File: src/rtl/rhs_pkg.sv
// Shared state encoding, register map and command-word builder for the RHS stimulation sequencer.
package rhs_pkg;

   typedef enum logic [3:0] {
      ST_IDLE,
      ST_POL_A,
      ST_ON,
      ST_WAIT_A,
      ST_POL_B,
      ST_WAIT_B,
      ST_OFF,
      ST_IPD,
      ST_DONE
   } state_t;

   localparam logic [1:0] OP_WRITE     = 2'b10;
   localparam logic [7:0] REG_STIM_POL = 8'd44;
   localparam logic [7:0] REG_STIM_ON  = 8'd42;

   function automatic logic [31:0] rhs_wr(input logic u, input logic [7:0] addr,
                                          input logic [15:0] data);
      return {OP_WRITE, u, 1'b0, 4'h0, addr, data};
   endfunction

endpackage

File: src/rtl/rhs_stim_sequencer_if.sv
// Command-word handshake towards the RHS SPI engine.
interface rhs_stim_sequencer_if #(
   parameter int CMD_W = 32
);
   logic             cmd_valid;
   logic             cmd_ready;
   logic [CMD_W-1:0] cmd_data;

   modport master (output cmd_valid, output cmd_data, input cmd_ready);
   modport slave  (input cmd_valid, input cmd_data, output cmd_ready);
endinterface

File: src/rtl/rhs_tick_gen.sv
// Stim-tick prescaler: one tick every TICK_DIV aclk cycles, phase restarted by clr.
module rhs_tick_gen #(
   parameter int TICK_DIV = 2800
) (
   input  logic aclk,
   input  logic areset,
   input  logic clr,
   output logic tick
);
   localparam int            CW   = (TICK_DIV > 1) ? $clog2(TICK_DIV) : 1;
   localparam logic [CW-1:0] LAST = CW'(TICK_DIV - 1);

   logic [CW-1:0] cnt;

   always_ff @(posedge aclk) begin
      if (areset || clr || cnt == LAST) cnt <= '0;
      else                              cnt <= cnt + 1'b1;
   end

   assign tick = (cnt == LAST) && !clr;

endmodule

File: src/rtl/rhs_stim_sequencer.sv
// Biphasic stimulation train sequencer emitting RHS SPI write words.
// Optional build macro RHS_STIM_INFINITE_EN enables cfg_inf (train runs until abort).
module rhs_stim_sequencer
   import rhs_pkg::*;
#(
   parameter int TICK_DIV = 2800,
   parameter int CMD_W    = 32
) (
   input  logic                 aclk,
   input  logic                 areset,
   input  logic                 start,
   input  logic                 abort,
   input  logic [4:0]           cfg_pos_ch,
   input  logic [4:0]           cfg_neg_ch,
   input  logic                 cfg_mono,
   input  logic [15:0]          cfg_pw,
   input  logic [15:0]          cfg_ipd,
   input  logic [9:0]           cfg_npulse,
   input  logic                 cfg_inf,
   rhs_stim_sequencer_if.master cmd,
   output logic                 busy,
   output logic                 done,
   output logic                 aborted,
   output logic [9:0]           pulse_cnt
);

   state_t      state, nxt;
   logic        start_q, launch, active, xfer, abrt, tick;
   logic        cmd_vld, fin, last_now, wait_end, ipd_end;
   logic [31:0] word;
   logic [3:0]  pos_q, neg_q;
   logic        mono_q;
   logic [15:0] pw_q, ipd_q, pw_eff, tmr, pos_bit, mask;
   logic [16:0] tmr_nxt;
   logic [9:0]  npulse_q;

   // Stim registers are 16 bits wide, so only the low nibble picks the electrode bit.
   logic unused_ch;
   assign unused_ch = cfg_pos_ch[4] ^ cfg_neg_ch[4];

`ifdef RHS_STIM_INFINITE_EN
   logic inf_q;
   always_ff @(posedge aclk) begin
      if (areset)      inf_q <= 1'b0;
      else if (launch) inf_q <= cfg_inf;
   end
`else
   logic inf_q;
   logic unused_inf;
   assign inf_q      = 1'b0;
   assign unused_inf = cfg_inf;
`endif

   assign launch   = start && !start_q && (state == ST_IDLE);
   assign active   = (state != ST_IDLE) && (state != ST_DONE);
   assign xfer     = cmd_vld && cmd.cmd_ready;
   assign abrt     = abort || aborted;
   assign last_now = !inf_q && (pulse_cnt == npulse_q);

   assign pos_bit = 16'h0001 << pos_q;
   assign mask    = mono_q ? pos_bit : (pos_bit | (16'h0001 << neg_q));

   rhs_tick_gen #(.TICK_DIV(TICK_DIV)) u_tick (
      .aclk   (aclk),
      .areset (areset),
      .clr    (xfer),
      .tick   (tick)
   );

   // Phase timer counts ticks since the last word transfer.
   assign pw_eff   = (pw_q == 16'd0) ? 16'd1 : pw_q;
   assign tmr_nxt  = {1'b0, tmr} + 17'd1;
   assign wait_end = tick && (tmr_nxt >= {1'b0, pw_eff});
   assign ipd_end  = tick && (tmr_nxt >= {1'b0, ipd_q});

   always_ff @(posedge aclk) begin
      if (areset) state <= ST_IDLE;
      else        state <= nxt;
   end

   always_comb begin
      nxt = state;
      case (state)
         ST_IDLE:   if (launch) nxt = ST_POL_A;
         ST_POL_A:  if (xfer) nxt = abrt ? ST_OFF : ST_ON;
         ST_ON:     if (xfer) nxt = abrt ? ST_OFF : ST_WAIT_A;
         ST_WAIT_A: if (abrt) nxt = ST_OFF; else if (wait_end) nxt = ST_POL_B;
         ST_POL_B:  if (xfer) nxt = abrt ? ST_OFF : ST_WAIT_B;
         ST_WAIT_B: if (abrt || wait_end) nxt = ST_OFF;
         ST_OFF: begin
            if (xfer) begin
               if (abrt)                nxt = ST_DONE;
               else if (ipd_q != 16'd0) nxt = ST_IPD;
               else                     nxt = last_now ? ST_DONE : ST_POL_A;
            end
         end
         ST_IPD: begin
            if (abrt || (ipd_end && fin)) nxt = ST_DONE;
            else if (ipd_end)             nxt = ST_POL_A;
         end
         ST_DONE:   if (!start) nxt = ST_IDLE;
         default:   nxt = ST_IDLE;
      endcase
   end

   always_comb begin
      cmd_vld = 1'b0;
      word    = '0;
      case (state)
         ST_POL_A: begin cmd_vld = 1'b1; word = rhs_wr(1'b0, REG_STIM_POL, pos_bit);         end
         ST_ON:    begin cmd_vld = 1'b1; word = rhs_wr(1'b1, REG_STIM_ON, mask);             end
         ST_POL_B: begin cmd_vld = 1'b1; word = rhs_wr(1'b1, REG_STIM_POL, mask & ~pos_bit); end
         ST_OFF:   begin cmd_vld = 1'b1; word = rhs_wr(1'b1, REG_STIM_ON, 16'h0000);         end
         default:  ;
      endcase
      busy = (state != ST_IDLE);
      done = (state == ST_DONE);
   end

   assign cmd.cmd_valid = cmd_vld;
   assign cmd.cmd_data  = CMD_W'(word);

   always_ff @(posedge aclk) begin
      if (areset) begin
         start_q   <= 1'b0;
         pos_q     <= '0;
         neg_q     <= '0;
         mono_q    <= 1'b0;
         pw_q      <= '0;
         ipd_q     <= '0;
         npulse_q  <= '0;
         pulse_cnt <= '0;
         aborted   <= 1'b0;
         fin       <= 1'b0;
         tmr       <= '0;
      end else begin
         start_q <= start;
         if (launch) begin
            pos_q     <= cfg_pos_ch[3:0];
            neg_q     <= cfg_neg_ch[3:0];
            mono_q    <= cfg_mono;
            pw_q      <= cfg_pw;
            ipd_q     <= cfg_ipd;
            npulse_q  <= cfg_npulse;
            pulse_cnt <= '0;
            aborted   <= 1'b0;
            fin       <= 1'b0;
         end
         if (abort && active) aborted <= 1'b1;
         if (state == ST_OFF && xfer) begin
            if (pulse_cnt != 10'h3FF) pulse_cnt <= pulse_cnt + 10'd1;
            fin <= last_now;
         end
         if (xfer)      tmr <= '0;
         else if (tick) tmr <= tmr + 16'd1;
      end
   end

endmodule

File: src/flat_wrapper.sv
// flat-port wrapper written by rule: the top's interface ports become plain ports
module rhs_stim_sequencer_flat import rhs_pkg::*;
#(
   parameter int TICK_DIV = 2800,
   parameter int CMD_W    = 32
)
  (aclk, areset, start, abort, cfg_pos_ch, cfg_neg_ch, cfg_mono, cfg_pw, cfg_ipd, cfg_npulse, cfg_inf, busy, done, aborted, pulse_cnt, cmd_cmd_valid, cmd_cmd_data, cmd_cmd_ready);
  rhs_stim_sequencer_if #(.CMD_W(CMD_W)) cmd_i ();
  input  logic aclk;
  input  logic areset;
  input  logic start;
  input  logic abort;
  input  logic [4:0] cfg_pos_ch;
  input  logic [4:0] cfg_neg_ch;
  input  logic cfg_mono;
  input  logic [15:0] cfg_pw;
  input  logic [15:0] cfg_ipd;
  input  logic [9:0] cfg_npulse;
  input  logic cfg_inf;
  output logic busy;
  output logic done;
  output logic aborted;
  output logic [9:0] pulse_cnt;
  output wire logic [$bits(cmd_i.cmd_valid)-1:0] cmd_cmd_valid;
  output wire logic [$bits(cmd_i.cmd_data)-1:0] cmd_cmd_data;
  input wire logic [$bits(cmd_i.cmd_ready)-1:0] cmd_cmd_ready;
  assign cmd_cmd_valid = cmd_i.cmd_valid;
  assign cmd_cmd_data = cmd_i.cmd_data;
  assign cmd_i.cmd_ready = cmd_cmd_ready;
  rhs_stim_sequencer #(.TICK_DIV(TICK_DIV), .CMD_W(CMD_W)) u_core (.aclk(aclk), .areset(areset), .start(start), .abort(abort), .cfg_pos_ch(cfg_pos_ch), .cfg_neg_ch(cfg_neg_ch), .cfg_mono(cfg_mono), .cfg_pw(cfg_pw), .cfg_ipd(cfg_ipd), .cfg_npulse(cfg_npulse), .cfg_inf(cfg_inf), .cmd(cmd_i), .busy(busy), .done(done), .aborted(aborted), .pulse_cnt(pulse_cnt));
endmodule
File: config.mk
export PLATFORM = sky130hd
export DESIGN_NAME = rhs_stim_sequencer_flat
export DESIGN_NICKNAME = d
export VERILOG_FILES = /design/src/rtl/rhs_pkg.sv /design/src/rtl/rhs_stim_sequencer_if.sv /design/src/rtl/rhs_tick_gen.sv /design/src/rtl/rhs_stim_sequencer.sv /design/src/flat_wrapper.sv
export SDC_FILE = /design/constraint.sdc
export NUM_CORES = 1
export LEC_CHECK = 0
export CAP_MARGIN = 20
export CORE_MARGIN = 1.5
export CORE_UTILIZATION = 45
export CTS_CLUSTER_SIZE = 12
export DETAILED_ROUTE_END_ITERATION = 12
export PLACE_DENSITY_LB_ADDON = 0.12
export SLEW_MARGIN = 10
export SYNTH_ARGS = -nofsm -noshare
export SYNTH_HDL_FRONTEND = slang
export SYNTH_SLANG_ARGS = --single-unit
File: constraint.sdc
create_clock -name aclk -period 7.2 [get_ports aclk]
set_clock_uncertainty 0.1 [all_clocks]
set_input_delay 1.08 -clock aclk [delete_from_list [all_inputs] [get_ports aclk]]
set_output_delay 1.08 -clock aclk [all_outputs]
set_load 0.01 [all_outputs]
# Word-level counts from Yosys, hierarchy flattened
# Index checks and enable logic that the tools add are counted.
# W data, S select, Z words.
word_totals:
  ff_bits: 96
  word_cells: 99
op_classes:
  addsub: 4
  n_lt_le_gt_ge: 2
  eq_ne: 21
  shifts: 2
  n_mux: 28
  bitwise_logic: 3
  reduce_logical: 26
ops:
  columns: ["operator", "n"]
  rows:
  - ["$pmux W32 S4", 1]
  - ["$mux W4", 14]
  - ["$pmux W4 S9", 1]
  - ["$ge A17 B16 Y1", 2]
  - ["$mux W16", 2]
  - ["$shl A1 B4 Y16 const A", 2]
  - ["$mux W10", 3]
  - ["$add A16 B1 Y17 const B", 1]
  - ["$add A16 B1 Y16 const B", 1]
  - ["$and A16 B16 Y16", 1]
  - ["$eq A4 B3 Y1 const B", 4]
  - ["$logic_not A16 Y1", 1]
  - ["$not A16 Y16", 1]
  - ["$or A16 B16 Y16", 1]
  - ["$reduce_bool A16 Y1", 1]
  - ["$add A12 B1 Y12 const B", 1]
  - ["$eq A12 B12 Y1 const B", 1]
  - ["$add A10 B1 Y10 const B", 1]
  - ["$eq A10 B10 Y1", 1]
  - ["$logic_and A1 B1 Y1", 10]
  - ["$ne A10 B10 Y1 const B", 1]
  - ["$ne A2 B2 Y1 const B", 5]
  - ["$reduce_and A9 Y1", 1]
  - ["$eq A4 B2 Y1 const B", 2]
  - ["other kinds (15)", 27]

# Longest topological paths before layout
# Gate-level depths: netlist of the first run.
depth:
  ltp_word: 11
  mapped_depth: 14
  depth_no_buf: 14

# Modules after synthesis
# A second synthesis of the first run with hierarchy kept.
hier_totals:
  cells_unflattened: 756
  area_unflattened_um2: 5763.0
by_module_without_submodules:
  columns: ["module", "n_inst", "cells_per_inst", "area_each_um2", "seq_area_each_um2"]
  rows:
  - ["rhs_stim_sequencer", 1, 698, 5235.0, 1681.6]
  - ["rhs_tick_gen", 1, 58, 528.0, 240.2]

# Worst setup path after synthesis of the first run
# Ideal clock, no wire load.
synth_timing:
  kind: "flip-flop to flip-flop"
  startpoint: "register u_core.tmr[2]"
  endpoint: "register u_core.state[2]"
  setup_ns: 0.123
  arrival_time_ns: 3.222
  required_ns: 6.977
  slack_ns: 3.755
  path_stages_with_launch: 15
  n_path_buf: 0
  synth_period_minus_slack_ns: 3.445
  cell_sequence: "dfxtp_1 -> and3_1 -> and3_1 -> and3_1 -> nand3_1 -> xnor2_1 -> ha_1 -> nand3_1 -> nor2_1 -> a2111oi_0 -> o221ai_1 -> and3_1 -> o311a_2 -> o21ai_2 -> mux2_1"
synth_between:
  elab_chain_cells: 7
  elab_cells_between_ends: 14
synth_rtl:
  columns: ["element", "line_no", "source"]
  rows:
  - ["start, declared", "rhs_stim_sequencer.sv:33", "logic [15:0] pw_q, ipd_q, pw_eff, tmr, pos_bit, mask;"]
  - ["start signal, assigned", "rhs_stim_sequencer.sv:155", "else if (tick) tmr <= tmr + 16'd1;"]
  - ["$add A16 B1 Y17 *", "rhs_stim_sequencer.sv:72", "assign tmr_nxt = {1'b0, tmr} + 17'd1;"]
  - ["named net u_core.tmr_nxt[9]", "rhs_stim_sequencer.sv:34", "logic [16:0] tmr_nxt;"]
  - ["$ge A17 B16 Y1", "rhs_stim_sequencer.sv:74", "assign ipd_end = tick && (tmr_nxt >= {1'b0, ipd_q});"]
  - ["$logic_and A1 B1 Y1", "rhs_stim_sequencer.sv:74", null]
  - ["$logic_and A1 B1 Y1", "rhs_stim_sequencer.sv:98", "if (abrt || (ipd_end && fin)) nxt = ST_DONE;"]
  - ["$logic_or A1 B1 Y1", "rhs_stim_sequencer.sv:98", null]
  - ["$ne A3 B1 Y1 (no source line) / $mux W4 (equally long branches)", null, null]
  - ["$reduce_and A9 Y1 (no source line) / $pmux W4 S9 (equally long branches)", null, null]
  - ["end signal, assigned", "rhs_stim_sequencer.sv:78", "else state <= nxt;"]
  - ["end, declared", "rhs_stim_sequencer.sv:27", "state_t state, nxt;"]
# The timed path passes the listed nets; every way through them passes the cells marked *.
# A chain may end at the register's enable or synchronous reset.

# Final worst setup path of the first run
layout_timing:
  startpoint: "register u_core.state[2]"
  endpoint: "output port cmd_cmd_data[1]"
layout_between:
  elab_chain_cells: 2
  elab_cells_between_ends: 5
layout_rtl:
  columns: ["element", "line_no", "source"]
  rows:
  - ["$eq A4 B3 Y1, or another cell as far along", "rhs_stim_sequencer.sv:109", "case (state)"]
  - ["$pmux W32 S4 *", "rhs_stim_sequencer.sv:109", null]
  - ["end, declared", "flat_wrapper.sv:25", "output wire logic [$bits(cmd_i.cmd_data)-1:0] cmd_cmd_data;"]
# Every way passes the cells marked *; elsewhere a longest branch is shown, timed or not.

==> tab_implementation.tex, run 1 <==
\begin{tabular}{lr}
\hline
Metric & Value \\
\hline
\multicolumn{2}{l}{\textbf{Min path}} \\
\quad Worst hold path startpoint & u\_core.mono\_q\$\_SDFFE\_PP0P\_ \\
\quad Endpoint, Worst Hold & u\_core.mono\_q\$\_SDFFE\_PP0P\_ \\
\quad Cell depth of the worst min-delay path & 2 \\
\quad Classification of the worst-slack hold path & reg -> reg \\
\multicolumn{2}{l}{\textbf{Detailed routing}} \\
\quad Routed wire length & 14.3 mm \\
\quad Vias post-DR & 5378 \\
\quad Post-DRT Antenna Nets & 0 \\
\quad Total DRC errors in the routed layout & 0 \\
\quad Iteration count of the initial detailed-routing pass & 7 \\
\quad Average wire length per cell after detail routing & 14.5 um \\
\quad Vias per inst & 5.45 \\
\quad Detailed router's first-iteration violation count & 277 \\
\multicolumn{2}{l}{\textbf{STA}} \\
\quad Peak Freq & 233 MHz \\
\quad Unrepaired setup endpoints after global routing & false \\
\quad Tmin final & 4.29 ns \\
\quad Sum of negative setup slack & 0 ns \\
\quad Number of endpoints failing setup at the final stage & 0 \\
\quad Min Hold Slack & 0.361 ns \\
\quad Period utilization & 59.5\% \\
\quad Worst relative slew slack & 50.2\% \\
\quad Worst setup slack after layout & 2.91 ns \\
\quad Pins over their slew limit & 0 \\
\quad Tightest Pin Transition & 0.746 ns \\
\quad Count of endpoints failing hold in the final timing report & 0 \\
\multicolumn{2}{l}{\textbf{Synthesis}} \\
\quad Async SR Flop Fraction & 0\% \\
\quad Per-instance average area after synthesis & 7.61 um2 \\
\quad Post-synth top flop & sky130\_fd\_sc\_hd\_\_dfxtp\_1 \\
\quad Post-synthesis cell area & 5710 um2 \\
\quad Library cell occupying the most area in the post-synthesis netlist & sky130\_fd\_sc\_hd\_\_dfxtp\_1 \\
\quad Sequential fraction of the synthesis area & 33.7\% \\
\quad Biggest area contributors in the synthesized netlist & sky130\_fd\_sc\_hd\_\_dfxtp\_1, sky130\_fd\_sc\_hd\_\_nand2\_1, sky130\_fd\_sc\_hd\_\_a21oi\_1 \\
\quad Synth unique cells & 61 \\
\quad Total number of yosys warnings & 0 \\
\quad Number of synthesized register bits & 96 \\
\quad Cells after Synth & 750 \\
\quad Post-synth EDFFs & 0 \\
\quad Fraction of post-synthesis cell area in the top cell type by area & 33.7\% \\
\multicolumn{2}{l}{\textbf{Worst setup path}} \\
\quad Worst endpoint required time & 6.02 ns \\
\quad Cell at the slowest stage of the critical path & sky130\_fd\_sc\_hd\_\_dfxtp\_1 \\
\quad Worst R2R Setup Slack & 3.21 ns \\
\quad Biggest fanout along the worst timing path & 16 \\
\quad Critical path type & reg -> out \\
\quad Series of cell instances along the critical path & xnor2\_1 > nor4\_1 > nor3b\_1 > o311ai\_0 > o41ai\_1 > clkdlybuf4s50\_1 \\
\quad Capture point of the worst reg-to-reg path & u\_core.state[2]\$\_SDFFE\_PP0P\_ \\
\quad Reg-to-reg critical path startpoint & u\_core.tmr[2]\$\_SDFFE\_PP0P\_ \\
\quad Arrival time of the worst setup path & 3.11 ns \\
\quad Critical path's largest stage delay & 0.65 ns \\
\quad FF-to-FF path depth & 14 \\
\quad CP endpoint kind & output pin \\
\quad Kind of launch point of the worst setup path & register \\
\multicolumn{2}{l}{\textbf{Floorplan}} \\
\quad Initial standard-cell utilization of the core & 46.7\% \\
\quad Total die area & 13400 um2 \\
\quad \# IOs & 105 \\
\quad Area inside the core boundary & 12200 um2 \\
\quad Die extent in y & 116 um \\
\quad Chip Width & 116 um \\
\quad Site row count & 40 \\
\multicolumn{2}{l}{\textbf{Clock tree}} \\
\quad Number of CTS-inserted buffers & 9 \\
\quad Maximum root-to-sink buffer count & 2 \\
\quad CTS H-tree depth & 3 \\
\quad Clock tree from TritonCTS & done \\
\quad Post CTS Setup Buffer Count & 0 \\
\quad Clock slew seen by the registers of the worst setup and hold paths & 0.07 ns \\
\quad Clk sinks & 96 \\
\quad Insertion delay to the later sink of the worst-skew pair & 0.35 ns \\
\quad Cts hold-fix bufs & 0 \\
\quad Root Driver & sky130\_fd\_sc\_hd\_\_clkbuf\_16 \\
\quad Count of cells resized by post-cts repair & 0 \\
\multicolumn{2}{l}{\textbf{Layout}} \\
\quad Fin util & 57.0\% \\
\quad Synth-to-Final Area Change & 21.9\% \\
\quad Number of antenna diodes & 0 \\
\quad Final nets & 903 \\
\quad FILL cells & 1169 \\
\quad Post-route cell area & 6960 um2 \\
\quad Layout cells sized above 1 & 4.16\% \\
\quad Finished Layout Cells & 986 \\
\multicolumn{2}{l}{\textbf{Global routing}} \\
\quad Largest net degree at the start of global routing & 74 \\
\quad GRT Overall Usage & 21.6\% \\
\quad Via count of the first global-routing pass & 4966 \\
\quad Sum of overflow across all layers after global routing & 0 \\
\quad Wire length of the first global-routing pass & 23.2 mm \\
\quad Antenna violations before repair & 0 \\
\multicolumn{2}{l}{\textbf{Place}} \\
\quad Cells after DPL & 969 \\
\quad Placement-stage worst setup slack & 3.26 ns \\
\quad Final estimated routing congestion in global placement & 0.861 \\
\quad Count of port buffers added during placement & 91 \\
\quad Area of placed instances & 6640 um2 \\
\quad Post-DP HPWL & 10.5 mm \\
\multicolumn{2}{l}{\textbf{Pwr}} \\
\quad Static leakage & 2.62 nW \\
\quad Maximum vdd ir drop & 174 uV \\
\quad Total Power Consumption & 1.85 mW \\
\quad Total power per unit cell area & 266 nW/um2 \\
\multicolumn{2}{l}{\textbf{Run status}} \\
\quad Outcome & finished, final reports clean \\
\multicolumn{2}{l}{\textbf{Run}} \\
\quad Number of maximum-capacitance constraint violations & 0 \\
\hline
\end{tabular}
-- cell usage after synthesis, types with 4 or more instances --
cell and instances:
sky130_fd_sc_hd__nand3b_1 6, sky130_fd_sc_hd__nand2_1 128, sky130_fd_sc_hd__o21ai_0 29, sky130_fd_sc_hd__ha_1 31
sky130_fd_sc_hd__o211ai_1 4, sky130_fd_sc_hd__buf_4 12, sky130_fd_sc_hd__nor3b_1 6, sky130_fd_sc_hd__mux2i_1 4
sky130_fd_sc_hd__nand2b_1 9, sky130_fd_sc_hd__nand3_1 24, sky130_fd_sc_hd__a21oi_1 85, sky130_fd_sc_hd__and3_1 15
sky130_fd_sc_hd__o31ai_1 6, sky130_fd_sc_hd__nor2_1 64, sky130_fd_sc_hd__o311ai_0 4, sky130_fd_sc_hd__a311oi_1 9
sky130_fd_sc_hd__or3_1 5, sky130_fd_sc_hd__nor2b_1 6, sky130_fd_sc_hd__inv_1 34, sky130_fd_sc_hd__nor4_1 10
sky130_fd_sc_hd__nand4_1 9, sky130_fd_sc_hd__xnor2_1 28, sky130_fd_sc_hd__xor2_1 15, sky130_fd_sc_hd__nor3_1 14
sky130_fd_sc_hd__a21o_1 5, sky130_fd_sc_hd__o41ai_1 4, sky130_fd_sc_hd__clkbuf_1 37, sky130_fd_sc_hd__dfxtp_1 96
-- cell families (layout without fill, tap and decap cells) --
family	Yosys count	after routing	share of synthesized area, %
mux	5	5	0.899
other cells	1	10	0.0657
xor+xnor	44	44	6.88
buf+inv	86	145	6.51
fa+ha+maj	31	31	6.80
simple gates	311	311	26.0
flops	96	96	33.7
compound gates	176	176	19.2
-- metal layers --
metal  routed length [um]  global-route usage [%]
met4                  214                    5.69
met2                 6500                    34.4
met5                    0                       0
met3                  622                    5.75
met1                 6930                    29.2
-- critical path: cells and delay by family, from the launching register on --
family,cells,cell delay (ns)
AO/OA/AOI/OAI,2,0.34
AND/OR/NAND/NOR,2,0.99
flip-flops,1,0.65
buffers and inverters,1,0.59
XOR/XNOR,1,0.18
-- layout by cell type, fill, tap and decap left out, drive strengths merged, types with 5 or more instances in the layout --
| cell type | instances |
|---|---|
| a21o | 5 |
| a21oi | 86 |
| a311oi | 9 |
| and3 | 15 |
| buf | 5 |
| clkbuf | 11 |
| clkdlybuf4s50 | 90 |
| conb | 10 |
| dfxtp | 96 |
| ha | 31 |
| inv | 37 |
| nand2 | 128 |
| nand2b | 9 |
| nand3 | 26 |
| nand3b | 6 |
| nand4 | 9 |
| nor2 | 64 |
| nor2b | 6 |
| nor3 | 14 |
| nor3b | 6 |
| nor4 | 11 |
| o21ai | 30 |
| o31ai | 6 |
| or3 | 5 |
| xnor2 | 29 |
| xor2 | 15 |
-- final cells by class --
class / instances / area [um2] / share of cell area [%]
clock buffers: 11 / 253 / 3.63
clock inverters: 5 / 47.5 / 0.683
inverters: 34 / 128 / 1.83
multi-input cells: 577 / 3450 / 49.6
flip-flops and latches: 96 / 1920 / 27.6
well taps: 168 / 210 / 3.02
repair buffers: 95 / 943 / 13.6
-- report_power, final --
group	switching (mW)	total (mW)	internal [mW]
Sequential	0.0852	0.677	0.592
Combinational	0.391	0.690	0.298
Clock	0.221	0.481	0.259
Total	0.698	1.85	1.15
-- state kept, by name, indices dropped and copies added (netlist names) --
name               count
u_core.npulse_q       10
u_core.start_q         1
u_core.pw_q           16
u_core.u_tick.cnt     12
u_core.fin             1
u_core.pulse_cnt      10
u_core.pos_q           4
u_core.neg_q           4
u_core.state           4
u_core.ipd_q          16
u_core.tmr            16
u_core.mono_q          1
u_core.aborted         1
-- how the worst max path moves through the flow --
stage                                            start  slack [ns]                           end
after floorplan             u_core.tmr[2]$_SDFFE_PP0P_        3.75  u_core.state[2]$_SDFFE_PP0P_
after global placement      u_core.tmr[0]$_SDFFE_PP0P_        3.26  u_core.state[2]$_SDFFE_PP0P_
after detailed placement    u_core.tmr[2]$_SDFFE_PP0P_        3.26  u_core.state[2]$_SDFFE_PP0P_
after CTS                 u_core.state[2]$_SDFFE_PP0P_        2.92               cmd_cmd_data[1]
after global routing      u_core.state[2]$_SDFFE_PP0P_        2.67               cmd_cmd_data[1]
final                     u_core.state[2]$_SDFFE_PP0P_        2.91               cmd_cmd_data[1]
No activity file was read; power rests on OpenSTA's default activity.
==> inputs of run 2 (changes only) <==
clock period = 3.9 ns   (was 7.2 ns; I/O delays follow)
==> run 2 against run 1 <==
Compared with the run above: clock power is 85% higher; sequential power is 79% higher; register-to-register slack worse by 3.0 ns; via count is 1.2% lower; non-clock buffer count is 9 higher; critical path type is now reg -> reg; critical endpoint is now u_core.state[2]$_SDFFE_PP0P_; highest routed layer unchanged.
==> tab_implementation.tex, run 2 (synthesis gave the netlist of run 1 again) <==
\begin{tabular}{lr}
\hline
Metric & Value \\
\hline
\multicolumn{2}{l}{\textbf{Run status}} \\
\quad Outcome & finished, final reports clean \\
\multicolumn{2}{l}{\textbf{Detailed routing}} \\
\quad Vias per inst & 5.34 (-2.1\%) \\
\quad Met2 Wirelength & 6.53 mm (+0.55\%) \\
\quad Iteration count of the initial detailed-routing pass & 5 (-2) \\
\quad Highest metal layer with signal wires & met4 \\
\quad Routed wire length & 14.3 mm (unchanged) \\
\quad Total DRC errors in the routed layout & 0 (unchanged) \\
\quad Vias post-DR & 5312 (-1.2\%) \\
\quad Detailed route wirelength on metal3 & 575 um (-7.6\%) \\
\quad Post-DRT Antenna Nets & 0 (unchanged) \\
\quad Post-Route M1 WL & 7.02 mm (+1.3\%) \\
\quad Detailed router's first-iteration violation count & 252 (-9.0\%) \\
\quad Average wire length per cell after detail routing & 14.3 um (-0.90\%) \\
\multicolumn{2}{l}{\textbf{Worst setup path}} \\
\quad Arrival time of the worst setup path & 3.80 ns (+0.69 ns) \\
\quad CP endpoint kind & register \\
\quad Kind of launch point of the worst setup path & register \\
\quad Critical path type & reg -> reg \\
\quad Biggest fanout along the worst timing path & 4 (-12) \\
\quad Worst endpoint required time & 4.04 ns (-1.98 ns) \\
\quad Worst R2R Setup Slack & 0.24 ns (-2.97 ns) \\
\multicolumn{2}{l}{\textbf{Layout}} \\
\quad Synth-to-Final Area Change & 22.9\% \\
\quad Leading cell types in the layout, fill and taps excluded & sky130\_fd\_sc\_hd\_\_nand2\_1, sky130\_fd\_sc\_hd\_\_dfxtp\_1, sky130\_fd\_sc\_hd\_\_clkdlybuf4s50\_1 \\
\quad Registers with the most flip-flops & u\_core.ipd\_q x16, u\_core.pw\_q x16, u\_core.tmr x16 \\
\quad Most common cell after layout, fill and taps aside & sky130\_fd\_sc\_hd\_\_nand2\_1 \\
\quad Final nets & 912 (+1.0\%) \\
\quad Layout cells sized above 1 & 5.32\% (+1.2 points) \\
\quad Finished Layout Cells & 995 (+0.91\%) \\
\quad Number of antenna diodes & 0 (unchanged) \\
\multicolumn{2}{l}{\textbf{STA}} \\
\quad Tightest Pin Transition & 0.718 ns (-0.0286 ns) \\
\quad Pins over their slew limit & 0 (unchanged) \\
\quad Sum of negative setup slack & 0 ns (unchanged) \\
\quad Worst setup slack after layout & 0.242 ns (-2.67 ns) \\
\quad Unrepaired setup endpoints after global routing & false \\
\quad Number of endpoints failing setup at the final stage & 0 (unchanged) \\
\quad Worst relative slew slack & 52.1\% (+1.9 points) \\
\quad Period utilization & 93.8\% \\
\quad Tmin final & 3.66 ns \\
\quad Count of endpoints failing hold in the final timing report & 0 (unchanged) \\
\quad Peak Freq & 273 MHz \\
\multicolumn{2}{l}{\textbf{Pwr}} \\
\quad Static leakage & 2.67 nW (+1.8\%) \\
\quad Portion of total power attributed to combinational logic & 38.9\% (+1.6 points) \\
\quad Sw Ratio & 37.1\% (-0.63 points) \\
\quad Int Pwr & 2.16 mW (+88\%) \\
\quad Total power per unit cell area & 490 nW/um2 (+84\%) \\
\quad Clock power share & 25.9\% (about the same) \\
\quad Flop pwr share & 35.2\% (-1.5 points) \\
\quad Maximum vdd ir drop & 323 uV (+86\%) \\
\quad Reported net switching power & 1.28 mW (+83\%) \\
\multicolumn{2}{l}{\textbf{Global routing}} \\
\quad Via count of the first global-routing pass & 4914 (-1.0\%) \\
\quad Largest net degree at the start of global routing & 71 (-4.1\%) \\
\quad Wire length of the first global-routing pass & 23.2 mm (about the same) \\
\quad GRT Overall Usage & 21.6\% (about the same) \\
\quad Sum of overflow across all layers after global routing & 0 (unchanged) \\
\quad Antenna violations before repair & 0 (unchanged) \\
\multicolumn{2}{l}{\textbf{Clock tree}} \\
\quad Root Driver & sky130\_fd\_sc\_hd\_\_clkbuf\_16 \\
\quad Post CTS Setup Buffer Count & 0 (unchanged) \\
\quad CTS H-tree depth & 3 (unchanged) \\
\quad Insertion delay to the later sink of the worst-skew pair & 0.35 ns (about the same) \\
\quad Maximum root-to-sink buffer count & 2 (unchanged) \\
\quad Clk sinks & 96 (unchanged) \\
\quad Clock tree from TritonCTS & done \\
\quad Number of CTS-inserted buffers & 9 (unchanged) \\
\quad Clock slew seen by the registers of the worst setup and hold paths & 0.07 ns (about the same) \\
\multicolumn{2}{l}{\textbf{Run}} \\
\quad Number of maximum-capacitance constraint violations & 0 (unchanged) \\
\multicolumn{2}{l}{\textbf{Min path}} \\
\quad Classification of the worst-slack hold path & reg -> reg \\
\multicolumn{2}{l}{\textbf{Place}} \\
\quad Final estimated routing congestion in global placement & 0.852 (-1.1\%) \\
\quad Cells after DPL & 979 (+1.0\%) \\
\quad Count of port buffers added during placement & 91 (unchanged) \\
\quad Post-DP HPWL & 10.6 mm (+1.2\%) \\
\quad Placement-stage worst setup slack & 0.262 ns (-3.00 ns) \\
\multicolumn{2}{l}{\textbf{Floorplan}} \\
\quad \# IOs & 105 (unchanged) \\
\quad Total die area & 13400 um2 (unchanged) \\
\quad Chip Width & 116 um (unchanged) \\
\quad Initial standard-cell utilization of the core & 46.7\% (unchanged) \\
\quad Site row count & 40 (unchanged) \\
\quad Die extent in y & 116 um (unchanged) \\
\quad Area inside the core boundary & 12200 um2 (unchanged) \\
\hline
\end{tabular}
[run 2: path summary, 6_finish.rpt]
kind	start	end	cells after the start
worst min-delay path	u_core.u_tick.cnt[0]$_SDFF_PP0_	u_core.u_tick.cnt[0]$_SDFF_PP0_	1
worst max register to register	u_core.tmr[1]$_SDFFE_PP0P_	u_core.state[2]$_SDFFE_PP0P_	14
worst max-delay path	u_core.tmr[1]$_SDFFE_PP0P_	u_core.state[2]$_SDFFE_PP0P_	14
worst min register to register	u_core.u_tick.cnt[0]$_SDFF_PP0_	u_core.u_tick.cnt[0]$_SDFF_PP0_	1
[run 2: critical path, stage by stage, from the launching register on]
cell and delay [ns]:
sky130_fd_sc_hd__dfxtp_1 0.38, sky130_fd_sc_hd__and3_1 0.19, sky130_fd_sc_hd__and3_1 0.18, sky130_fd_sc_hd__and3_1 0.20, sky130_fd_sc_hd__nand3_1 0.13, sky130_fd_sc_hd__xnor2_1 0.31, sky130_fd_sc_hd__ha_1 0.30, sky130_fd_sc_hd__nand3_1 0.10
sky130_fd_sc_hd__nor2_1 0.05, sky130_fd_sc_hd__a2111oi_1 0.35, sky130_fd_sc_hd__o221ai_1 0.18, sky130_fd_sc_hd__and3_1 0.20, sky130_fd_sc_hd__o311a_2 0.44, sky130_fd_sc_hd__o21ai_2 0.11, sky130_fd_sc_hd__mux2_1 0.34
[run 2: area by class of cell]
cell class | count | area (um2)
clock buffer | 9 | 225
clock inverter | 7 | 70.1
multi-input combinational | 577 | 3460
sequential | 96 | 1920
tap | 168 | 210
fill | 1180 | 5200
timing repair buffer | 104 | 1000
inverter | 34 | 128
[run 2: what timing repair did]
item / 4_1_cts / 5_1_grt
resized for setup: 0 / 2
endpoints found under the hold margin: 0 / 0
endpoints found under the setup margin: 0 / 1
hold buffers: 0 / 0
[run 2: power by group through the flow]
| stage | Clock (mW) | Combinational, mW | Sequential, mW |
|---|---|---|---|
| 2_1_floorplan | 0 | 0.936 | 1.18 |
| 3_3_place_gp | 0 | 1.31 | 1.22 |
| 3_5_place_dp | 0 | 1.33 | 1.23 |
| 4_1_cts | 0.914 | 1.34 | 1.21 |
| 5_1_grt | 0.952 | 1.47 | 1.23 |
| 6_report | 0.888 | 1.34 | 1.21 |
[run 2: layer usage]
layer	vias up	track usage (%)
li1	2747	-
met1	2443	28.9
met2	112	35.4
met3	10	5.49
met4	0	4.80
met5	-	0
[run 2: through the flow]
step / cell area, um2 / power [mW] / util [%] / hold slack, ns
after floorplan: 5740 / 2.12 / - / 0.318
after global placement: 6720 / 2.53 / 55.0 / 0.329
after detailed placement: 6720 / 2.57 / 55.0 / 0.340
after CTS: 7010 / 3.47 / 57.4 / 0.349
after global routing: 7020 / 3.65 / 57.4 / 0.371
final: 7020 / 3.44 / 57.4 / 0.349
==> inputs of run 3 (changes only) <==
MAX_ROUTING_LAYER = met4   (was unset)
SYNTH_HIERARCHICAL = 1   (was unset)
clock period = 4.4 ns   (was 3.9 ns; I/O delays follow)
==> run 3 against run 2 <==
Compared with the run above: cell count decreased by 0.10%; sequential share of layout area decreased by 0.28 points; area after synthesis increased by 0.96%; die area increased by 0.94%; critical path depth decreased by 8; utilization decreased by 1.1 points; first-iteration DRC count increased by 23%; via count decreased by 0.41%; non-clock buffer count decreased by 7; wire length decreased by 1.7%; global-route usage increased by 1.0 points; count of clock-buffer cells in the layout unchanged; critical path type is now reg -> out; critical endpoint is now cmd_cmd_data[5].
==> tab_implementation.tex, run 3 <==
\begin{tabular}{lr}
\hline
Metric & Value \\
\hline
\multicolumn{2}{l}{\textbf{Place}} \\
\quad Final estimated routing congestion in global placement & 0.861 (+1.0\%) \\
\quad Placement-stage worst setup slack & 0.511 ns (+0.250 ns) \\
\quad Post-DP HPWL & 10.5 mm (-1.4\%) \\
\quad Count of port buffers added during placement & 91 (unchanged) \\
\quad Cells after DPL & 977 (-0.20\%) \\
\multicolumn{2}{l}{\textbf{Clock tree}} \\
\quad CTS H-tree depth & 3 (unchanged) \\
\quad Clock slew seen by the registers of the worst setup and hold paths & 0.07 ns (about the same) \\
\quad Clock tree from TritonCTS & done \\
\quad Number of CTS-inserted buffers & 9 (unchanged) \\
\quad Post CTS Setup Buffer Count & 0 (unchanged) \\
\quad Root Driver & sky130\_fd\_sc\_hd\_\_clkbuf\_16 \\
\quad Count of cells resized by post-cts repair & 0 (unchanged) \\
\quad Cts hold-fix bufs & 0 (unchanged) \\
\quad Maximum root-to-sink buffer count & 2 (unchanged) \\
\quad Insertion delay to the later sink of the worst-skew pair & 0.35 ns (about the same) \\
\quad Clk sinks & 96 (unchanged) \\
\multicolumn{2}{l}{\textbf{Layout}} \\
\quad Layout cells sized above 1 & 5.47\% (+0.15 points) \\
\quad Finished Layout Cells & 994 (-0.10\%) \\
\quad Most common cell after layout, fill and taps aside & sky130\_fd\_sc\_hd\_\_nand2\_1 \\
\quad Final nets & 907 (-0.55\%) \\
\quad Leading cell types in the layout, fill and taps excluded & sky130\_fd\_sc\_hd\_\_nand2\_1, sky130\_fd\_sc\_hd\_\_dfxtp\_1, sky130\_fd\_sc\_hd\_\_clkdlybuf4s50\_1 \\
\quad Registers with the most flip-flops & u\_core/ipd\_q x16, u\_core/pw\_q x16, u\_core/tmr x16 \\
\quad Fin util & 56.4\% (-1.1 points) \\
\quad Synth-to-Final Area Change & 23.0\% (about the same) \\
\quad Number of antenna diodes & 0 (unchanged) \\
\multicolumn{2}{l}{\textbf{Worst setup path}} \\
\quad Worst endpoint required time & 3.64 ns (-0.40 ns) \\
\quad Critical path's largest stage delay & 0.66 ns (+0.22 ns) \\
\quad Series of cell instances along the critical path & xnor2\_1 > nor4\_1 > nor3b\_1 > o2111ai\_1 > o31ai\_1 > clkdlybuf4s50\_1 \\
\quad Arrival time of the worst setup path & 3.15 ns (-0.65 ns) \\
\quad Critical path type & reg -> out \\
\quad Cell at the slowest stage of the critical path & sky130\_fd\_sc\_hd\_\_dfxtp\_1 \\
\quad CP endpoint kind & output pin \\
\quad Kind of launch point of the worst setup path & register \\
\quad Biggest fanout along the worst timing path & 15 (+11) \\
\multicolumn{2}{l}{\textbf{Global routing}} \\
\quad Sum of overflow across all layers after global routing & 0 (unchanged) \\
\quad Largest net degree at the start of global routing & 61 (-14\%) \\
\quad Antenna violations before repair & 0 (unchanged) \\
\quad GRT Overall Usage & 22.7\% (+1.0 points) \\
\quad Wire length of the first global-routing pass & 23.6 mm (+1.8\%) \\
\quad Via count of the first global-routing pass & 5074 (+3.3\%) \\
\multicolumn{2}{l}{\textbf{STA}} \\
\quad Sum of negative setup slack & 0 ns (unchanged) \\
\quad Tmin final & 3.91 ns \\
\quad Number of endpoints failing setup at the final stage & 0 (unchanged) \\
\quad Count of endpoints failing hold in the final timing report & 0 (unchanged) \\
\quad Tightest Pin Transition & 0.937 ns (+0.219 ns) \\
\quad Peak Freq & 256 MHz \\
\quad Period utilization & 88.8\% \\
\quad Worst relative slew slack & 37.2\% (-15 points) \\
\quad Unrepaired setup endpoints after global routing & false \\
\quad Worst setup slack after layout & 0.493 ns (+0.251 ns) \\
\quad Pins over their slew limit & 0 (unchanged) \\
\multicolumn{2}{l}{\textbf{Synthesis}} \\
\quad Per-instance average area after synthesis & 7.62 um2 (+0.16\%) \\
\quad Top post-synthesis cells by count & sky130\_fd\_sc\_hd\_\_nand2\_1, sky130\_fd\_sc\_hd\_\_dfxtp\_1, sky130\_fd\_sc\_hd\_\_a21oi\_1 \\
\quad Sequential fraction of the synthesis area & 33.3\% (-0.32 points) \\
\quad Fraction of post-synthesis cell area in the top cell type by area & 33.3\% (-0.32 points) \\
\quad Biggest area contributors in the synthesized netlist & sky130\_fd\_sc\_hd\_\_dfxtp\_1, sky130\_fd\_sc\_hd\_\_nand2\_1, sky130\_fd\_sc\_hd\_\_ha\_1 \\
\quad Number of synthesized register bits & 96 (unchanged) \\
\quad Async SR Flop Fraction & 0\% (unchanged) \\
\quad Cell with the most instances after synthesis & sky130\_fd\_sc\_hd\_\_nand2\_1 \\
\quad Library cell occupying the most area in the post-synthesis netlist & sky130\_fd\_sc\_hd\_\_dfxtp\_1 \\
\quad Post-synth top flop & sky130\_fd\_sc\_hd\_\_dfxtp\_1 \\
\quad Post-synth EDFFs & 0 (unchanged) \\
\quad Total number of yosys warnings & 6 (+6) \\
\quad Post-synthesis cell area & 5760 um2 (+0.96\%) \\
\quad Synth unique cells & 69 (+13\%) \\
\quad Cells after Synth & 756 (+0.80\%) \\
\multicolumn{2}{l}{\textbf{Floorplan}} \\
\quad Site row count & 41 (+2.5\%) \\
\quad Area inside the core boundary & 12600 um2 (+2.9\%) \\
\quad Chip Width & 116 um (+0.47\%) \\
\quad Total die area & 13500 um2 (+0.94\%) \\
\quad Initial standard-cell utilization of the core & 45.9\% (-0.89 points) \\
\quad Die extent in y & 116 um (+0.47\%) \\
\quad \# IOs & 105 (unchanged) \\
\multicolumn{2}{l}{\textbf{Pwr}} \\
\quad Maximum vdd ir drop & 195 uV (-40\%) \\
\quad Total power per unit cell area & 455 nW/um2 (-7.0\%) \\
\quad Static leakage & 2.62 nW (-2.1\%) \\
\quad Total Power Consumption & 3.23 mW (-6.1\%) \\
\multicolumn{2}{l}{\textbf{Detailed routing}} \\
\quad Iteration count of the initial detailed-routing pass & 4 (-1) \\
\quad Vias post-DR & 5290 (-0.41\%) \\
\quad Post-DRT Antenna Nets & 0 (unchanged) \\
\quad Routed wire length & 14.0 mm (-1.7\%) \\
\quad Total DRC errors in the routed layout & 0 (unchanged) \\
\quad Vias per inst & 5.32 (-0.31\%) \\
\quad Detailed router's first-iteration violation count & 310 (+23\%) \\
\quad Average wire length per cell after detail routing & 14.1 um (-1.6\%) \\
\multicolumn{2}{l}{\textbf{Run}} \\
\quad Number of maximum-capacitance constraint violations & 0 (unchanged) \\
\multicolumn{2}{l}{\textbf{Run status}} \\
\quad Outcome & finished, final reports clean \\
\multicolumn{2}{l}{\textbf{Min path}} \\
\quad Classification of the worst-slack hold path & reg -> reg \\
\hline
\end{tabular}
[run 3: cell count changes in the layout (fill, tap and decap cells not counted), moves of 7 or more]
cell	delta
sky130_fd_sc_hd__xor2_1	+10
sky130_fd_sc_hd__a21oi_1	-13
sky130_fd_sc_hd__nand2_1	+13
sky130_fd_sc_hd__and3_1	-7
sky130_fd_sc_hd__o21ai_0	-18
sky130_fd_sc_hd__a311oi_1	-8
sky130_fd_sc_hd__buf_4	-8
[run 3: layer usage]
layer	track usage, %	routed length [um]	vias up
li1	-	-	2704
met1	27.3	6550	2456
met2	38.1	6720	109
met3	3.79	461	21
met4	8.54	291	0
met5	-	0	-
[run 3: layout make-up]
cell class                 instances  area [um2]
multi-input combinational        575        3470
tap                              172         215
clock inverter                     7         144
sequential                        96        1920
timing repair buffer              97         963
fill                            1223        5480
inverter                          38         143
clock buffer                       9         225
[run 3: final timing paths]
kind / startpoint / to / slack [ns] / cells past startpoint
worst max register to register: u_core/tmr[0]$_SDFFE_PP0P_ / u_core/state[1]$_SDFFE_PP0P_ / 0.52 / 13
worst min-delay path: u_core/mono_q$_SDFFE_PP0P_ / u_core/mono_q$_SDFFE_PP0P_ / 0.36 / 2
worst min register to register: u_core/mono_q$_SDFFE_PP0P_ / u_core/mono_q$_SDFFE_PP0P_ / 0.36 / 2
worst max-delay path: u_core/state[1]$_SDFFE_PP0P_ / cmd_cmd_data[5] / 0.49 / 6
[run 3: worst max-delay path: cells and delay by family, from the launching register on]
family	cells	cell delay, ns
AO/OA/AOI/OAI	2	0.32
flip-flops	1	0.66
XOR/XNOR	1	0.21
AND/OR/NAND/NOR	2	1.03
buffers and inverters	1	0.58
[run 3: report_power, final]
part           internal [mW]  switching, mW
Sequential             0.964          0.129
Clock                  0.614          0.349
Combinational          0.520          0.652
[run 3: cell families (layout without fill, tap and decap cells)]
kind of cell / count (synthesis) / after routing / synth area share, %
fa+ha+maj: 33 / 33 / 7.10
mux: 10 / 10 / 1.91
xor+xnor: 52 / 52 / 7.90
simple gates: 331 / 331 / 27.3
other cells: 1 / 10 / 0.0651
flops: 96 / 96 / 33.3
buf+inv: 94 / 151 / 7.10
compound gates: 139 / 139 / 15.3
[run 3: through the flow]
step / instance area [um2] / hold slack (ns)
floorplan: 5800 / 0.336
global placement: 6700 / 0.348
detailed placement: 6700 / 0.356
CTS: 7070 / 0.366
global route: 7090 / 0.389
finish: 7090 / 0.365
